==> src/rtl/shift_sequence_ctrl.sv <==
// Sequences an external right-shifting JK register: preset/clear, N shifts, capture; done at cycle N+2 after start.
// Optional SHIFT_SEQUENCE_CTRL_ABORT_EN adds an abort input that jumps straight to FINISH.
module shift_sequence_ctrl #(
    parameter int WIDTH       = 4,
    parameter int COUNT_WIDTH = 3
) (
    input  logic                   clockpulse,
    input  logic                   clear,
    input  logic                   start,
    input  logic [1:0]             mode,
    input  logic [COUNT_WIDTH-1:0] shiftCount,
    input  logic [WIDTH-1:0]       loadData,
    input  logic                   serialData,
    input  logic [WIDTH-1:0]       regOut,
`ifdef SHIFT_SEQUENCE_CTRL_ABORT_EN
    input  logic                   abort,
`endif
    output logic [WIDTH-1:0]       regPreset,
    output logic                   regEnablePreset,
    output logic                   regClear,
    output logic                   regShiftEnable,
    output logic                   regSerialInput,
    output logic                   serialOut,
    output logic                   busy,
    output logic                   done,
    output logic                   error,
    output logic [WIDTH-1:0]       captured
);

    typedef enum logic [1:0] {IDLE, PREP, SHIFT, FINISH} state_t;

    localparam logic [1:0] MODE_OUT = 2'b00;
    localparam logic [1:0] MODE_IN  = 2'b01;
    localparam logic [1:0] MODE_ROT = 2'b10;
    localparam logic [1:0] MODE_BAD = 2'b11;

    state_t                 state_q;
    logic [COUNT_WIDTH-1:0] cnt_q;
    logic [COUNT_WIDTH-1:0] cnt_d;
    logic [1:0]             mode_q;
    logic [WIDTH-1:0]       preset_q;
    logic                   preset_en_q;
    logic                   clr_q;
    logic                   shift_en_q;
    logic                   busy_q;
    logic                   done_q;
    logic                   error_q;
    logic [WIDTH-1:0]       captured_q;
    logic                   abort_w;

`ifdef SHIFT_SEQUENCE_CTRL_ABORT_EN
    assign abort_w = abort;
`else
    assign abort_w = 1'b0;
`endif

    // A zero count field means a full-width pass.
    assign cnt_d = (shiftCount == '0) ? COUNT_WIDTH'(WIDTH) : shiftCount;

    always_ff @(posedge clockpulse or posedge clear) begin
        if (clear) begin
            state_q     <= IDLE;
            cnt_q       <= '0;
            mode_q      <= MODE_OUT;
            preset_q    <= '0;
            preset_en_q <= 1'b0;
            clr_q       <= 1'b0;
            shift_en_q  <= 1'b0;
            busy_q      <= 1'b0;
            done_q      <= 1'b0;
            error_q     <= 1'b0;
            captured_q  <= '0;
        end else begin
            done_q  <= 1'b0;
            error_q <= 1'b0;
            case (state_q)
                IDLE: begin
                    if (start) begin
                        if (mode == MODE_BAD) begin
                            error_q <= 1'b1;
                        end else begin
                            mode_q  <= mode;
                            cnt_q   <= cnt_d;
                            busy_q  <= 1'b1;
                            state_q <= PREP;
                            if (mode == MODE_IN) begin
                                clr_q <= 1'b1;
                            end else begin
                                preset_en_q <= 1'b1;
                                preset_q    <= loadData;
                            end
                        end
                    end
                end
                PREP: begin
                    preset_en_q <= 1'b0;
                    preset_q    <= '0;
                    clr_q       <= 1'b0;
                    if (abort_w) begin
                        done_q  <= 1'b1;
                        state_q <= FINISH;
                    end else begin
                        shift_en_q <= 1'b1;
                        state_q    <= SHIFT;
                    end
                end
                SHIFT: begin
                    // The shift in this cycle still happens; abort only prevents further ones.
                    if (abort_w || cnt_q == COUNT_WIDTH'(1)) begin
                        shift_en_q <= 1'b0;
                        done_q     <= 1'b1;
                        state_q    <= FINISH;
                    end else begin
                        cnt_q <= cnt_q - COUNT_WIDTH'(1);
                    end
                end
                FINISH: begin
                    busy_q     <= 1'b0;
                    captured_q <= regOut;
                    cnt_q      <= '0;
                    state_q    <= IDLE;
                end
                default: state_q <= IDLE;
            endcase
        end
    end

    assign regPreset       = preset_q;
    assign regEnablePreset = preset_en_q;
    assign regClear        = clr_q;
    assign regShiftEnable  = shift_en_q;
    assign regSerialInput  = shift_en_q & ((mode_q == MODE_IN)  ? serialData :
                                          (mode_q == MODE_ROT) ? regOut[0]  : 1'b0);
    assign serialOut       = regOut[0];
    assign busy            = busy_q;
    assign done            = done_q;
    assign error           = error_q;
    assign captured        = captured_q;

endmodule

==> config.mk <==
export PLATFORM = sky130hd
export DESIGN_NAME = shift_sequence_ctrl
export DESIGN_NICKNAME = d
export VERILOG_FILES = /design/src/rtl/shift_sequence_ctrl.sv
export SDC_FILE = /design/constraint.sdc
export NUM_CORES = 1
export LEC_CHECK = 0
export BUFFER_PORTS_ARGS = -buffer_cell sky130_fd_sc_hd__buf_2
export CAP_MARGIN = 20
export CORE_MARGIN = 2
export CORE_UTILIZATION = 50
export CTS_BUF_LIST = sky130_fd_sc_hd__clkbuf_16
export CTS_CLUSTER_SIZE = 28
export DETAILED_ROUTE_END_ITERATION = 16
export PLACE_DENSITY = 0.76
export SLEW_MARGIN = 10
export SYNTH_ARGS = -nofsm -noshare
export SYNTH_HDL_FRONTEND = slang
export SYNTH_SLANG_ARGS = --single-unit
export TNS_END_PERCENT = 20
==> constraint.sdc <==
create_clock -name clockpulse -period 2.2 [get_ports clockpulse]
set_clock_uncertainty 0.15 [all_clocks]
set_input_delay 0.11 -clock clockpulse [delete_from_list [all_inputs] [get_ports clockpulse]]
set_output_delay 0.11 -clock clockpulse [all_outputs]
set_load 0.01 [all_outputs]
Word level (Yosys, flattened, before mapping)

Index checks and enable logic that the tools add are counted.

Word-level logic and storage cells: 74
Output and inout port bits: 16
Bits of input ports: 17
Register bits after elaboration: 21
Bits in latches: 0
Bits in read-only memories: 0
Memory bits (writable): 0
Memories kept: 0

Multiplexer cells: 33
$add $sub $neg: 1
$lt $le $gt $ge: 0
Eq/ne operators: 14
Divide/modulo/power cells: 0
Bitwise operators: 2
Multipliers: 0
Reductions and logical operators: 13
Shift-type cells: 0

Operator list:

| operator              | number |
|---|---|
| $mux W1               | 16 |
| $mux W3               | 4 |
| $mux W4               | 3 |
| $ne A2 B2 Y1 const B  | 6 |
| $reduce_and A4 Y1     | 3 |
| $pmux W3 S3           | 1 |
| $reduce_and A3 Y1     | 3 |
| $eq A2 B2 Y1 const B  | 4 |
| $pmux W1 S2           | 4 |
| $pmux W2 S4           | 1 |
| $pmux W4 S2           | 1 |
| $eq A2 B1 Y1 const B  | 3 |
| $mux W2               | 3 |
| $reduce_bool A2 Y1    | 3 |
| $eq A3 B1 Y1 const B  | 1 |
| $logic_not A3 Y1      | 1 |
| $reduce_bool A3 Y1    | 1 |
| $sub A3 B1 Y3 const B | 1 |
| $logic_not A2 Y1      | 1 |
| $reduce_and A2 Y1     | 1 |
| $and A1 B1 Y1         | 1 |
| $not A1 Y1            | 1 |

Logic depth before layout (Yosys ltp)

Gate-level depths: netlist of run 1.

Depth after elaboration: 5
Mapped depth: 7
Mapped depth without buffers: 7

Worst setup path after synthesis of run 1

Ideal clock, no wire load.

Kind: reg2reg
Start point: register state_q[0]
End point: register state_q[1]
Data required time: 1922 ps
Data arrival time: 1449 ps
Path slack: 474 ps
Stages on the path, launching flop included: 7
Setup time: 128 ps
Period minus slack after synthesis: 1726 ps
Cell sequence: dfrtp_1 > inv_1 > ha_1 > inv_2 > a21oi_2 > a21oi_1 > mux2_1

Cells in the longest elaborated chain, start to end: 3

Ends and longest elaborated chain:

| what                                             | RTL line | RTL |
|---|---|---|
| start: declaration                               | 37       | `state_t state_q;` |
| start signal: assignment                         | 62       | `state_q <= IDLE;` |
| start signal: assignment                         | 85       | `state_q <= PREP;` |
| start signal: assignment                         | 101      | `state_q <= FINISH;` |
| $eq A2 B2 Y1 or $logic_not A2 Y1 (tied branches) | 76       | `case (state_q)` |
| $ne A2 B2 Y1 (no source line)                    | --       |  |
| $reduce_and A3 Y1 (no source line)               | --       |  |

Several ways; a longest one is shown, not always the timed one.
A chain may end at the register's enable or synchronous reset.

Worst setup path after layout of run 1

Same ends and word-level chain as after synthesis.

==> impl_metrics.yaml, run 1 <==
grt:
  grt_util_met3_pct: 2.98
  grt_pass1_wl_mm: 3.86
  grt_antenna_before_repair: 0
  gr-total-overflow: 0
  use_met2_pct: 38.2
  grt_max_degree: 22
  grt_pass1_vias: 915
  grt_use_total_pct: 20.2
  grtUsageMet1_pct: 22.9
  busiest_layer: "met2"
worst_setup_path:
  crit_chain: "inv_1, ha_1, inv_2, a21oi_2, a21oi_1, mux2_1"
  crit_end: "state_q[1]"
  crit_path_end_kind: "flop"
  worstReg2RegEnd: "state_q[1]"
  required_ns: 2.18
  crit_slowest_cell: "dfrtp_1"
  cp-start-kind: "flop"
  path_max_fanout: 8
  cpPeakStageDelay_ns: 0.43
  rrSetupSlack_ns: 0.26
  cp-startpoint: "state_q[0]"
  r2r_cells: 6
  crit_arrival_ns: 1.92
  crit_type: "reg -> reg"
  r2r-start: "state_q[0]"
cts:
  cts_buffers: 3
  path_clk_slew_ns: 0.05
  root_buffer: "clkbuf_16"
  cts_tree: "yes"
  post_cts_resized: 0
  clkSinkCount: 21
  cts_buffer_depth: 2
  clkLatencyLatePin_ns: 0.25
  htreeDepth: 1
place:
  detailed_place_hpwl_mm: 1.70
  gp_congestion: 0.766
  place_area_mm2: 0.00127
  place_inst: 161
  pre_cts_ws_ns: 0.258
  io_buffers: 32
finish:
  final_cells: 173
  diodes: 0
  fin_nets: 173
  syn_to_final_growth_pct: 31.5
  final_common_cell: "buf_2"
  finalInstanceArea_mm2: 0.00143
  mostFrequentLayoutCells: "buf_2, dfrtp_1, nor2_1"
  final_util_pct: 71.3
  final_layout_size_suffix_gt1_share_pct: 29.5
pwr:
  powerDensity_mw_per_mm2: 1370
  leakagePower_nw: 0.715
  irDropWorstVdd_uv: 923
  p_total_mw: 1.96
timing:
  maxClockFrequency_ghz: 0.515
  slew_viol_final: 0
  finalCritPeriodShare_pct: 88.2
  fin_crit_ns: 1.94
  setup_viol: 0
  fin_ws_ns: 0.259
  relSlewSlack_pct: 50.2
  finalHoldViolations: 0
  rsz0062_at_grt: "no"
  tightest_slew_ns: 0.746
  finalSetupTns_ns: 0
  hold_ws_ns: 0.00120
detailed_routing:
  drt-pass1-iter-count: 4
  drt_wl_total_mm: 2.31
  drc_errors: 0
  antenna_left: 0
  wl_per_cell_um: 13.3
  viasPerCell: 5.24
  drt_iter0_markers: 16
  vias: 907
floorplan:
  start_util_pct: 54.3
  pin_count: 33
  core_area_mm2: 0.00200
  dieArea_mm2: 0.00256
  rows: 16
  die_height_um: 50.6
  dieWidth_um: 50.6
yosys:
  syn_area_mm2: 0.00109
  avgSynthCellArea_um2: 10.4
  ys_seq_area_share_pct: 48.4
  ys_warn_count: 0
  synthCells: 104
  ys_types: 31
  synth-seq-cells: 21
  synth_nets: 130
run_status:
  outcome: "finished, final reports clean"
min_path:
  hp-class: "in -> reg"
job:
  cap_violations: 0
## final cells by class
class / instances / area, um2
Clock buffer: 3 / 75.1
Fill cell: 150 / 574
Multi-Input combinational cell: 73 / 519
Tap cell: 27 / 33.8
Inverter: 8 / 30.0
Timing Repair Buffer: 40 / 240
Clock inverter: 1 / 3.75
Sequential cell: 21 / 526
## synth_stat cells, drive strengths merged
cell type / n / area share (%)
dfrtp: 21 / 48
nor2: 11 / 3.8
a21oi: 9 / 4.5
ha: 9 / 10
inv: 8 / 2.8
nand2: 7 / 2.4
mux2: 5 / 5.2
o21ai: 5 / 2.3
a22o: 3 / 2.4
nand2b: 3 / 1.7
nand3b: 3 / 2.1
nor2b: 3 / 1.7
nand3: 2 / 0.92
o211ai: 2 / 1.4
a211oi: 1 / 1.8
a21bo: 1 / 0.92
a22oi: 1 / 0.69
a31oi: 1 / 0.58
and2: 1 / 0.58
buf: 1 / 0.69
clkbuf: 1 / 0.35
nor3: 1 / 0.46
nor3b: 1 / 0.69
o2111ai: 1 / 0.81
o2bb2ai: 1 / 0.81
o31ai: 1 / 0.69
o32a: 1 / 0.92
## worst min path at each step
| stage | startpoint | to | cells past startpoint |
|---|---|---|---|
| after global routing | loadData[3] | regPreset[3] | 3 |
| after floorplan | clear | busy | 1 |
| final | loadData[3] | regPreset[3] | 3 |
| after detailed placement | clear | captured[3] | 2 |
| after CTS | loadData[3] | regPreset[3] | 3 |
| after global placement | clear | captured[3] | 2 |
## critical path, delay by kind of cell, from the launching register on
family	cells	cell delay [ns]
flip-flops	1	0.43
adder cells (fa/ha/maj)	1	0.33
multiplexers	1	0.33
AO/OA/AOI/OAI	2	0.31
buffers and inverters	2	0.28
## state kept, by name, indices dropped and copies added (netlist names)
signal and flops:
error 1, state_q 2, regClear 1, busy 1, mode_q 2, regEnablePreset 1, cnt_q 3, captured 4
regShiftEnable 1, regPreset 4, done 1
## kinds of logic after synthesis
| logic type | share of synthesized area, % |
|---|---|
| multiplexers | 5.18 |
| AO/OA/AOI/OAI | 17.9 |
| adder cells (fa/ha/maj) | 10.4 |
| flip-flops | 48.4 |
| buffers and inverters | 3.80 |
| AND/OR/NAND/NOR | 14.4 |
## repair_timing
item	CTS	global route
buffers inserted	0	0
hold endpoints to repair	28	0
hold buffers	8	0
## layer usage
layer	part of all wire [%]	vias to the layer above	wire (um)
li1	-	445	-
met1	43	428	981
met2	52	29	1200
met3	4.1	5	95
met4	1.3	0	31
met5	0	-	0
## where the power goes
group	internal, mW	switching (mW)	total, mW
clock	0.241	0.123	0.365
combinational	0.415	0.497	0.912
sequential	0.560	0.122	0.683
total	1.22	0.742	1.96
Note: power is estimated with default switching activity, not from simulation.
==> run 2: changes to the inputs <==
- HOLD_SLACK_MARGIN: default -> 0.08
- TNS_END_PERCENT: 20 -> 10
==> run 2 against run 1 <==
Against the previous run:
- register-to-register slack about the same
- core utilization up 3.5 points
- sequential power about the same
- setup slack better by 0.0033 ns
- final cell count up 4.0%
- combinational power up 1%
- routed wire length up 7.5%
- critical path depth unchanged
- cell area up 4.9%
- clock-buffer cell count unchanged
- critical path type unchanged
==> impl_metrics.yaml, run 2 (synthesis gave the netlist of run 1 again) <==
detailed_routing:
  vias: 944
  viasPerCell: 5.24
  wl_per_cell_um: 13.8
  drt-pass1-iter-count: 4
  drt_iter0_markers: 19
  drc_errors: 0
  drt_wl_total_mm: 2.48
  antenna_left: 0
run_status:
  outcome: "finished, final reports clean"
pwr:
  irDropWorstVdd_uv: 912
  p_total_mw: 1.97
  leakagePower_nw: 0.746
  powerDensity_mw_per_mm2: 1320
timing:
  finalSetupTns_ns: 0
  fin_crit_ns: 1.94
  relSlewSlack_pct: 49.9
  maxClockFrequency_ghz: 0.516
  fin_ws_ns: 0.263
  tightest_slew_ns: 0.750
  slew_viol_final: 0
  finalHoldViolations: 0
  rsz0062_at_grt: "no"
  finalCritPeriodShare_pct: 88.1
  setup_viol: 0
grt:
  gr-total-overflow: 0
  grt_max_degree: 22
  grt_pass1_vias: 947
  grt_antenna_before_repair: 0
  grt_use_total_pct: 21.3
  grt_pass1_wl_mm: 4.08
cts:
  clkSinkCount: 21
  path_clk_slew_ns: 0.05
  htreeDepth: 1
  clkLatencyLatePin_ns: 0.25
  cts_tree: "yes"
  cts_buffers: 3
  cts_buffer_depth: 2
  root_buffer: "clkbuf_16"
  post_cts_buffers: 0
job:
  cap_violations: 0
worst_setup_path:
  crit_slowest_cell: "dfrtp_1"
  path_max_fanout: 8
  critPathBufInv: 2
  cp-start-kind: "flop"
  crit_path_end_kind: "flop"
  cpPeakStageDelay_ns: 0.43
  crit_type: "reg -> reg"
  required_ns: 2.18
  crit_arrival_ns: 1.92
  crit_chain: "inv_1, ha_1, inv_2, a21oi_2, a21oi_1, mux2_1"
  cpLargestDelayFamily: "flip-flops"
finish:
  final_util_pct: 74.8
  fin_nets: 180
  syn_to_final_growth_pct: 37.9
  final_layout_size_suffix_gt1_share_pct: 28.1
  finalInstanceArea_mm2: 0.00150
  diodes: 0
  final_common_cell: "buf_2"
  mostFrequentLayoutCells: "buf_2, dfrtp_1, dlygate4sd3_1"
floorplan:
  rows: 16
  pin_count: 33
  dieWidth_um: 50.6
  core_area_mm2: 0.00200
  dieArea_mm2: 0.00256
  die_height_um: 50.6
  start_util_pct: 54.3
place:
  pre_cts_ws_ns: 0.258
  place_area_mm2: 0.00127
  detailed_place_hpwl_mm: 1.70
  io_buffers: 32
  gp_congestion: 0.766
min_path:
  hp-class: "in -> reg"
==> run 2: area by class of cell <==
class | count | area (um2)
Sequential cell | 21 | 526
Multi-Input combinational cell | 73 | 519
Fill cell | 140 | 504
Timing Repair Buffer | 47 | 310
Clock buffer | 3 | 75.1
Tap cell | 27 | 33.8
Inverter | 8 | 30.0
Clock inverter | 1 | 3.75
==> run 2: power by group <==
part | switching (mW) | internal, mW | leakage [nW] | total (mW)
logic | 0.502 | 0.424 | 0.444 | 0.925
clock network | 0.123 | 0.241 | 0.0423 | 0.364
registers | 0.121 | 0.560 | 0.260 | 0.681
total | 0.745 | 1.23 | 0.746 | 1.97
==> run 2: timing repair <==
action | in CTS | in global routing
hold buffers | 15 | 0
gates resized for setup | 0 | 0
endpoints found under the hold margin | 35 | 0
==> run 2: worst paths after layout <==
| check | startpoint | to | slack, ns | cells past startpoint |
|---|---|---|---|---|
| hold / removal | shiftCount[0] | cnt_q[0] | 0.14 | 4 |
| setup / recovery | state_q[0] | state_q[1] | 0.26 | 6 |
| min in group asynchronous | clear | busy | 0.39 | 3 |
| max in group asynchronous | clear | state_q[0] | 1.04 | 3 |
| setup reg to reg | state_q[0] | state_q[1] | 0.26 | 6 |
| hold reg to reg | captured[1] | captured[1] | 0.35 | 1 |
==> run 2: routing by layer <==
metal,vias up,track usage [%],routed length [um]
met4,0,6.76,23
met1,454,25.4,1090
li1,460,-,-
met3,4,2.98,91
met2,26,39.3,1270
met5,-,0,0
==> run 2: worst reg2reg max path, cell delays in order (launching register included) <==
cell	delay, ns
dfrtp_1	0.43
inv_1	0.15
ha_1	0.33
inv_2	0.13
a21oi_2	0.21
a21oi_1	0.10
mux2_1	0.33
==> run 2: metrics by stage <==
stage	std cells	hold slack, ns
final	180	0.137
after global routing	180	0.157
after CTS	180	0.137
after detailed placement	161	0.136
after global placement	161	0.132
after floorplan	104	-0.0635
